==> src/rtl/serial_subtractor8_pkg.sv <==
// Shared constants and FSM state encoding for the bit-serial subtractor.
package serial_subtractor8_pkg;

  localparam int DEFAULT_WIDTH = 8;

  typedef enum logic [1:0] {
    IDLE = 2'd0,
    RUN  = 2'd1,
    DONE = 2'd2
  } state_t;

endpackage

==> src/rtl/serial_subtractor8_fullsub.sv <==
// Single-bit full-subtractor cell: diff = a - b - bin, with borrow-out.
module fullsub (
  input  logic a,
  input  logic b,
  input  logic bin,
  output logic diff,
  output logic bout
);

  assign diff = a ^ b ^ bin;
  assign bout = (~a & b) | (~a & bin) | (b & bin);

endmodule

==> src/rtl/serial_subtractor8.sv <==
// Bit-serial subtractor, LSB first, one bit per clock through a single fullsub cell.
// Optional signed-overflow output enabled by defining SUB_OVF_EN.
module serial_subtractor8
  import serial_subtractor8_pkg::*;
#(
  parameter int WIDTH = DEFAULT_WIDTH
) (
  input  logic             clk,
  input  logic             rst,
  input  logic             start,
  input  logic [WIDTH-1:0] a,
  input  logic [WIDTH-1:0] b,
  input  logic             bin,
  output logic [WIDTH-1:0] d,
  output logic             bout,
  output logic             busy,
  output logic             done
`ifdef SUB_OVF_EN
  ,
  output logic             ovf
`endif
);

  localparam int CNT_W = $clog2(WIDTH) + 1;

  state_t             state, state_nxt;
  logic [WIDTH-1:0]   sr_a, sr_b, sr_d;
  logic               brw;
  logic [CNT_W-1:0]   cnt;
  logic               last_bit;
  logic               bit_diff, bit_brw;
`ifdef SUB_OVF_EN
  logic               a_msb, b_msb;
`endif

  assign last_bit = (cnt == CNT_W'(WIDTH - 1));

  fullsub u_cell (
    .a    (sr_a[0]),
    .b    (sr_b[0]),
    .bin  (brw),
    .diff (bit_diff),
    .bout (bit_brw)
  );

  always_comb begin
    // NOTE: every output of this block gets a default first, so no path can infer a latch.
    state_nxt = state;
    busy      = 1'b0;
    done      = 1'b0;
    case (state)
      IDLE: if (start) state_nxt = RUN;
      RUN: begin
        busy = 1'b1;
        if (last_bit) state_nxt = DONE;
      end
      DONE: begin
        done      = 1'b1;
        state_nxt = IDLE;
      end
      default: state_nxt = IDLE;
    endcase
  end

  always_ff @(posedge clk) begin
    // NOTE: sequential state uses non-blocking assignments so all registers update together.
    if (rst) state <= IDLE;
    else     state <= state_nxt;
  end

  always_ff @(posedge clk) begin
    if (rst) begin
      // NOTE: the operand/result shift registers are cleared too, so an aborted run leaves nothing behind.
      sr_a  <= '0;
      sr_b  <= '0;
      sr_d  <= '0;
      brw   <= 1'b0;
      cnt   <= '0;
      d     <= '0;
      bout  <= 1'b0;
`ifdef SUB_OVF_EN
      a_msb <= 1'b0;
      b_msb <= 1'b0;
      ovf   <= 1'b0;
`endif
    end else begin
      case (state)
        IDLE: begin
          if (start) begin
            sr_a  <= a;
            sr_b  <= b;
            brw   <= bin;
            cnt   <= '0;
`ifdef SUB_OVF_EN
            a_msb <= a[WIDTH-1];
            b_msb <= b[WIDTH-1];
`endif
          end
        end
        RUN: begin
          sr_a <= sr_a >> 1;
          sr_b <= sr_b >> 1;
          sr_d <= {bit_diff, sr_d[WIDTH-1:1]};
          brw  <= bit_brw;
          cnt  <= cnt + CNT_W'(1);
          // Visible outputs only move on the final bit, so they hold steady through RUN.
          if (last_bit) begin
            d    <= {bit_diff, sr_d[WIDTH-1:1]};
            bout <= bit_brw;
`ifdef SUB_OVF_EN
            ovf  <= (a_msb != b_msb) & (bit_diff != a_msb);
`endif
          end
        end
        default: ;
      endcase
    end
  end

endmodule
==> config.mk <==
export PLATFORM = sky130hd
export DESIGN_NAME = serial_subtractor8
export DESIGN_NICKNAME = d
export VERILOG_FILES = /design/src/rtl/serial_subtractor8_pkg.sv /design/src/rtl/serial_subtractor8_fullsub.sv /design/src/rtl/serial_subtractor8.sv
export SDC_FILE = /design/constraint.sdc
export NUM_CORES = 1
export LEC_CHECK = 0
export CORE_ASPECT_RATIO = 1.25
export CORE_MARGIN = 2
export CORE_UTILIZATION = 50
export CTS_BUF_LIST = sky130_fd_sc_hd__clkbuf_16
export CTS_CLUSTER_SIZE = 40
export DETAILED_ROUTE_END_ITERATION = 8
export PLACE_DENSITY = 0.72
export SLEW_MARGIN = 10
export SYNTH_ARGS = -nofsm -noshare
export SYNTH_HDL_FRONTEND = slang
export SYNTH_SLANG_ARGS = --single-unit
==> constraint.sdc <==
create_clock -name clk -period 3.92 [get_ports clk]
set_input_delay 0.588 -clock clk [delete_from_list [all_inputs] [get_ports clk]]
set_output_delay 0.588 -clock clk [all_outputs]
set_load 0.005 [all_outputs]
==> results of run 1 <==
area by class of cell:
class / instances / area [um^2]
clock buffer: 5 / 125
clock inverter: 3 / 25.0
fill: 300 / 1240
inverter: 16 / 60.1
multi-input combinational: 143 / 902
sequential: 39 / 781
tap: 39 / 48.8
timing repair buffer: 34 / 330
routing by layer:
layer | up-vias | part of all wire, %
li1 | 809 | -
met1 | 750 | 43
met2 | 46 | 49
met3 | 5 | 6.0
met4 | 0 | 0.99
met5 | - | 0
through the flow:
step	util [%]	setup WS [ns]
final	64.7	1.02
after global routing	64.7	0.876
after CTS	64.7	1.03
after detailed placement	60.4	1.34
after global placement	60.4	1.37
after floorplan	-	2.46
logic make-up (layout without fill, tap and decap cells):
group,count (synthesis),after routing,synth area share (%)
compound gates,80,80,31.6
mux,1,1,0.542
flops,39,39,42.3
fa+ha+maj,2,2,1.76
buf+inv,35,58,8.87
simple gates,60,60,15.0
placed cells by master (no fill, tap or decap), types with 2 or more instances in the layout:
| cell | Yosys | final |
|---|---|---|
| a21oi_1 | 42 | 42 |
| dfxtp_1 | 39 | 39 |
| clkdlybuf4s50_1 | 0 | 30 |
| nor2_1 | 21 | 21 |
| nand2_1 | 16 | 16 |
| inv_1 | 15 | 15 |
| o221a_2 | 11 | 11 |
| nand3_1 | 10 | 10 |
| a21bo_1 | 8 | 8 |
| nor2b_1 | 6 | 6 |
| o22a_1 | 6 | 6 |
| clkbuf_16 | 0 | 5 |
| o221a_1 | 4 | 4 |
| buf_4 | 2 | 4 |
| a211oi_2 | 2 | 2 |
| o22ai_1 | 2 | 2 |
| clkinv_4 | 0 | 2 |
critical path: cells and delay by family (launching register included):
family / cells / cell delay, ns
and+or+nand+nor: 1 / 0.44
DFF: 1 / 0.30
buffers and inverters: 3 / 1.28
registers in the layout, summed over array words and instances, names as in the netlist:
| register | count |
|---|---|
| d | 8 |
| sr_a | 8 |
| sr_b | 8 |
| sr_d | 7 |
| cnt | 4 |
| state | 2 |
| bout | 1 |
| brw | 1 |
where the power goes:
part           switching (uW)  total [uW]  internal [uW]
sequential               15.5         431            415
clock                     168         406            238
combinational            54.6         109           54.4
total                     238         945            707
worst max-delay path by stage:
stage | cells past startpoint | endpoint | slack, ns | startpoint
2_1_floorplan | 3 | done | 2.46 | state[1]$_SDFFE_PP0P_
3_3_place_gp | 4 | busy | 1.37 | state[1]$_SDFFE_PP0P_
3_5_place_dp | 4 | busy | 1.34 | state[1]$_SDFFE_PP0P_
4_1_cts | 4 | busy | 1.03 | state[1]$_SDFFE_PP0P_
5_1_grt | 4 | busy | 0.88 | state[1]$_SDFFE_PP0P_
6_report | 4 | busy | 1.02 | state[1]$_SDFFE_PP0P_
==> impl_results.md, run 1 <==
* Ys async rst share at 0%
* HPWL after detailed placement at 2690 um
* R2r setup slk at 1.97 ns
* Area grow syn2layout at 23.0%
* Met2 usage at 35.3%
* GRT Total Usage at 21.2%
* DRT iter0 DRCs at 91
* Grt met1 use at 24.9%
* Outcome: finished, final reports clean
* Synthesized cell area at 0.00185 mm^2
* PortBufs at 30
* TritonCTS clock tree: done
* Final Wtd Congestion at 0.772
* Via count at 1610
* Resize count post-CTS at 0
* Routed WL at 4120 um
* Max Clock Skew at 0.00485 ns
* Synth area leaders: dfxtp_1 42%, a21oi_1 11%, o221a_2 6.7%
* RSZ-0062 raised after global routing: false
* Initial antenna violation count at 0
* Post-CTS Setup Repair Bufs at 0
* FF+latch count, synth at 39
* Syn avg cell area at 8.51 um^2
* VDD IR max at 301 uV
* Finished Cell Area at 0.00227 mm^2
* Top-count cell post-synth: a21oi_1
* Post-Place Cells at 271
* Die W at 58.4 um
* Cell with the largest stage delay on the worst path: clkdlybuf4s50_1
* Hold path start: sr_d[1]$_SDFFE_PP0P_
* Hold EP: sr_d[1]$_SDFFE_PP0P_
* Via-to-Cell Ratio at 5.77
* Remaining DRCs at 0
* Netlist cell types at 33
* Syn Inst Count at 217
* Crit path kind: reg -> out
* Fin crit share at 73.9%
* Min Tclk post-route at 2.90 ns
* GR Layer Usage met3 at 5.35%
* Worst Setup End Kind: primary output
* GRT busiest layer: met2
* Max Clk Rate at 345 MHz
* Antenna viol nets, final at 0
* Post-layout nets at 261
* Cell Rows at 24
* Hold Crit Depth at 2
* Worst Max-Slew Pin Slew at 0.736 ns
* WHS at 0.462 ns
* Overall power at 945 uW
* Initial core utilization at 52.6%
* Post-Syn Nets at 239
* Clk slew on worst S/H paths at 0.06 ns
* Layout cells sized above 1 at 11.7%
* Global-route wire length before repair at 6940 um
* Grt ovf at 0
* Hold Fails Final Rpt at 0
* Worst path cell trace: buf_4 -> nand2b_2 -> inv_2 -> clkdlybuf4s50_1
* EDFF count, synth at 0
* Clk root buf: clkbuf_16
* Worst endpoint data arrival time at 2.31 ns
* Post-Layout Cell Count at 279
* Fin Setup TNS at 0 ns
* Inserted Diodes at 0
* Post-synth top cells: 42 x a21oi_1, 39 x dfxtp_1, 21 x nor2_1
* Drt pass-1 iters at 4
* Yosys top cell area share at 42.3%
* Min-Delay Path Class: reg -> reg
* Area post-placement at 0.00212 mm^2
* PD cells at 416 mW/mm^2
* FF-to-FF Start: state[1]$_SDFFE_PP0P_
* Max FO, Critical Path at 32
* Ys flop type: dfxtp_1
* Clk_lat worst skew at 0.28 ns
* Final setup vio count at 0
* Core area at 0.00351 mm^2
* Ports at 31
* MaxCap Viol Count at 0
* Post-synth top area cell: dfxtp_1
* Largest net degree at the start of global routing at 33
* CP required at 3.33 ns
* Vias in the first global route at 1615
* Post-synthesis sequential area ratio at 42.3%
* Clock buffer depth at 2
* CTS buffer count at 5
* Max Transition Viols Final at 0
* CP peak stage delay at 0.59 ns
* Die Ht at 72.0 um
* Hold buffers post-CTS at 0
* Die footprint at 0.00420 mm^2
* Max H-tree Level at 2
* Avg WL per Cell at 14.8 um
* Worst Reg-to-Reg Cells at 5
* Leakage at 0.000856 uW
* Worst R2R End: d[7]$_SDFFE_PP0P_
* Synthesis Warnings at 0
* CTS sink count at 39
* CP Launch Type: flop
* Worst slew margin at 50.7%
Power figures use the tool's default switching activity.
==> run 2, diff against run 1 <==
--- a/config.mk
+++ b/config.mk
@@ -7,11 +7,11 @@
 export LEC_CHECK = 0
 export CORE_ASPECT_RATIO = 1.25
 export CORE_MARGIN = 2
-export CORE_UTILIZATION = 50
+export CORE_UTILIZATION = 47
 export CTS_BUF_LIST = sky130_fd_sc_hd__clkbuf_16
 export CTS_CLUSTER_SIZE = 40
 export DETAILED_ROUTE_END_ITERATION = 8
-export PLACE_DENSITY = 0.72
+export PLACE_DENSITY = 0.71
 export SLEW_MARGIN = 10
 export SYNTH_ARGS = -nofsm -noshare
 export SYNTH_HDL_FRONTEND = slang
==> constraint.sdc (replaced) <==
create_clock -name clk -period 2.4 [get_ports clk]
set_input_delay 0.36 -clock clk [delete_from_list [all_inputs] [get_ports clk]]
set_output_delay 0.36 -clock clk [all_outputs]
set_load 0.005 [all_outputs]
==> impl_results.md, run 2 (synthesis results as in run 1) <==
* Most common cell after layout, fill and taps aside: a21oi_1
* Final setup vio count at 0 (unchanged)
* Resize count post-CTS at 0 (unchanged)
* Area post-placement at 0.00216 mm^2 (+1.8%)
* Grt ovf at 0 (unchanged)
* Post-layout nets at 262 (+0.38%)
* Die Ht at 74.1 um (+3.0%)
* GRT Total Usage at 19.3% (-1.9 points)
* Cell with the largest stage delay on the worst path: clkdlybuf4s50_1
* Die W at 60.1 um (+2.9%)
* Worst path cell trace: nand2b_2 -> inv_2 -> clkdlybuf4s50_1
* VDD IR max at 459 uV (+53%)
* Crit path kind: reg -> out
* Min Tclk post-route at 2.05 ns
* CTS buffer count at 5 (unchanged)
* Min-Delay Path Class: reg -> reg
* Worst endpoint data arrival time at 1.69 ns (-0.62 ns)
* Clk_lat worst skew at 0.28 ns (about the same)
* Worst Reg-to-Reg Cells at 4 (-1)
* Post-CTS Setup Repair Bufs at 0 (unchanged)
* Via count at 1564 (-2.9%)
* Outcome: finished, final reports clean
* Hold Crit Depth at 2 (unchanged)
* Ports at 31 (unchanged)
* Die footprint at 0.00445 mm^2 (+6.0%)
* Max Clk Rate at 487 MHz
* PD cells at 694 mW/mm^2 (+67%)
* HPWL after detailed placement at 2490 um (-7.3%)
* Worst Setup End Kind: primary output
* TritonCTS clock tree: done
* Max Clock Skew at 0.00240 ns (-0.00245 ns)
* Avg WL per Cell at 13.2 um (-11%)
* Final Wtd Congestion at 0.732 (-5.1%)
* Worst Max-Slew Pin Slew at 0.654 ns (-0.0825 ns)
* CP Launch Type: flop
* FF-to-FF Start: cnt[0]$_SDFFE_PP0P_
* Fin crit share at 85.5%
* Overall power at 1610 uW (+71%)
* Vias in the first global route at 1479 (-8.4%)
* Remaining DRCs at 0 (unchanged)
* CTS sink count at 39 (unchanged)
* Initial antenna violation count at 0 (unchanged)
* Via-to-Cell Ratio at 5.30 (-8.1%)
* Drt pass-1 iters at 4 (unchanged)
* R2r setup slk at 0.79 ns (-1.18 ns)
* Largest registers: d x8, sr_a x8, sr_b x8
* Worst slack, placed at 0.482 ns (-0.854 ns)
* Delay-heaviest family, CP: buffers and inverters
* Initial core utilization at 48.8% (-3.8 points)
* Clk root buf: clkbuf_16
* Finished Cell Area at 0.00232 mm^2 (+2.3%)
* Hold buffers post-CTS at 0 (unchanged)
* DRT iter0 DRCs at 63 (-31%)
* Clk slew on worst S/H paths at 0.06 ns (about the same)
* Max Transition Viols Final at 0 (unchanged)
* Fin Setup TNS at 0 ns (unchanged)
* Final setup margin at 0.348 ns (-0.676 ns)
* CP required at 2.04 ns (-1.29 ns)
* Worst slew margin at 56.4% (+5.7 points)
* Global-route wire length before repair at 6490 um (-6.6%)
* Worst R2R End: d[7]$_SDFFE_PP0P_
* MaxCap Viol Count at 0 (unchanged)
* Commonest non-fill, non-tap cells in the layout: 42 x a21oi_1, 39 x dfxtp_1, 30 x clkdlybuf4s50_1, 21 x nor2_1, 16 x nand2_1
* Clock buffer depth at 2 (unchanged)
* Hold Fails Final Rpt at 0 (unchanged)
* Layout cells sized above 1 at 11.6% (-0.048 points)
* Hold EP: sr_d[1]$_SDFFE_PP0P_
* Max FO, Critical Path at 29 (-9.4%)
* Antenna viol nets, final at 0 (unchanged)
* Routed WL at 3890 um (-5.7%)
* CP peak stage delay at 0.59 ns (about the same)
* Largest net degree at the start of global routing at 32 (-3.0%)
* Inserted Diodes at 0 (unchanged)
* Hold path start: sr_d[1]$_SDFFE_PP0P_
* RSZ-0062 raised after global routing: false
* Area grow syn2layout at 25.9%
* PortBufs at 30 (unchanged)
* Leakage at 0.000877 uW (+2.4%)
* Buf/Inv on CP at 2 (-1)
* Cell Rows at 25 (+4.2%)
* Core area at 0.00378 mm^2 (+7.7%)
* Max H-tree Level at 2 (unchanged)
run 2: cell count changes in the layout (fill, tap and decap cells not counted), sizes merged:
cell / change
buf: +1
bufinv: +1
clkinvlp: -1
run 2: final cells by class:
class | instances | area (um^2)
Clock inverter | 3 | 38.8
Fill cell | 338 | 1460
Timing Repair Buffer | 35 | 350
Clock buffer | 5 | 125
Tap cell | 54 | 67.6
Multi-Input combinational cell | 143 | 902
Inverter | 16 | 60.1
Sequential cell | 39 | 781
run 2: worst reg2reg max path: stages, from the launching register on:
cell and delay (ns):
dfxtp_1 0.36, ha_1 0.20, and3b_1 0.59, a21oi_1 0.18, a211oi_2 0.21
run 2: worst max-delay path by stage:
stage / start / end / slack [ns] / depth (start not counted)
after floorplan: cnt[0]$_SDFFE_PP0P_ / d[7]$_SDFFE_PP0P_ / 1.10 / 6
after global placement: start / brw$_SDFFE_PP0P_ / 0.47 / 4
after detailed placement: start / brw$_SDFFE_PP0P_ / 0.48 / 4
after CTS: state[1]$_SDFFE_PP0P_ / busy / 0.32 / 3
after global routing: state[1]$_SDFFE_PP0P_ / busy / 0.27 / 3
final: state[1]$_SDFFE_PP0P_ / busy / 0.35 / 3
run 2: where the power goes:
part / internal (uW) / switching, uW
clock: 484 / 247
combinational: 92.1 / 88.0
sequential: 678 / 24.2
total: 1250 / 359
run 2: per-stage QoR:
stage | hold slack (ns) | util (%) | std cells
after floorplan | 0.437 | - | 217
after global placement | 0.449 | 57.1 | 287
after detailed placement | 0.467 | 57.1 | 287
after CTS | 0.478 | 61.4 | 295
after global routing | 0.494 | 61.4 | 295
final | 0.473 | 61.4 | 295
run 2: routing by layer:
| metal | vias up | global-route usage (%) | part of all wire (%) |
|---|---|---|---|
| met5 | - | 0 | 0 |
| li1 | 807 | - | - |
| met2 | 31 | 30.9 | 48 |
| met4 | 0 | 11.9 | 1.1 |
| met3 | 4 | 3.30 | 4.2 |
| met1 | 722 | 23.8 | 46 |
==> run 3, diff against run 2 <==
--- a/config.mk
+++ b/config.mk
@@ -12,7 +12,7 @@
 export CTS_CLUSTER_SIZE = 40
 export DETAILED_ROUTE_END_ITERATION = 8
 export PLACE_DENSITY = 0.71
-export SLEW_MARGIN = 10
+export SLEW_MARGIN = 20
 export SYNTH_ARGS = -nofsm -noshare
 export SYNTH_HDL_FRONTEND = slang
 export SYNTH_SLANG_ARGS = --single-unit
==> results of run 3 <==
The final DEF is identical to that of run 2; final timing and power are the same.
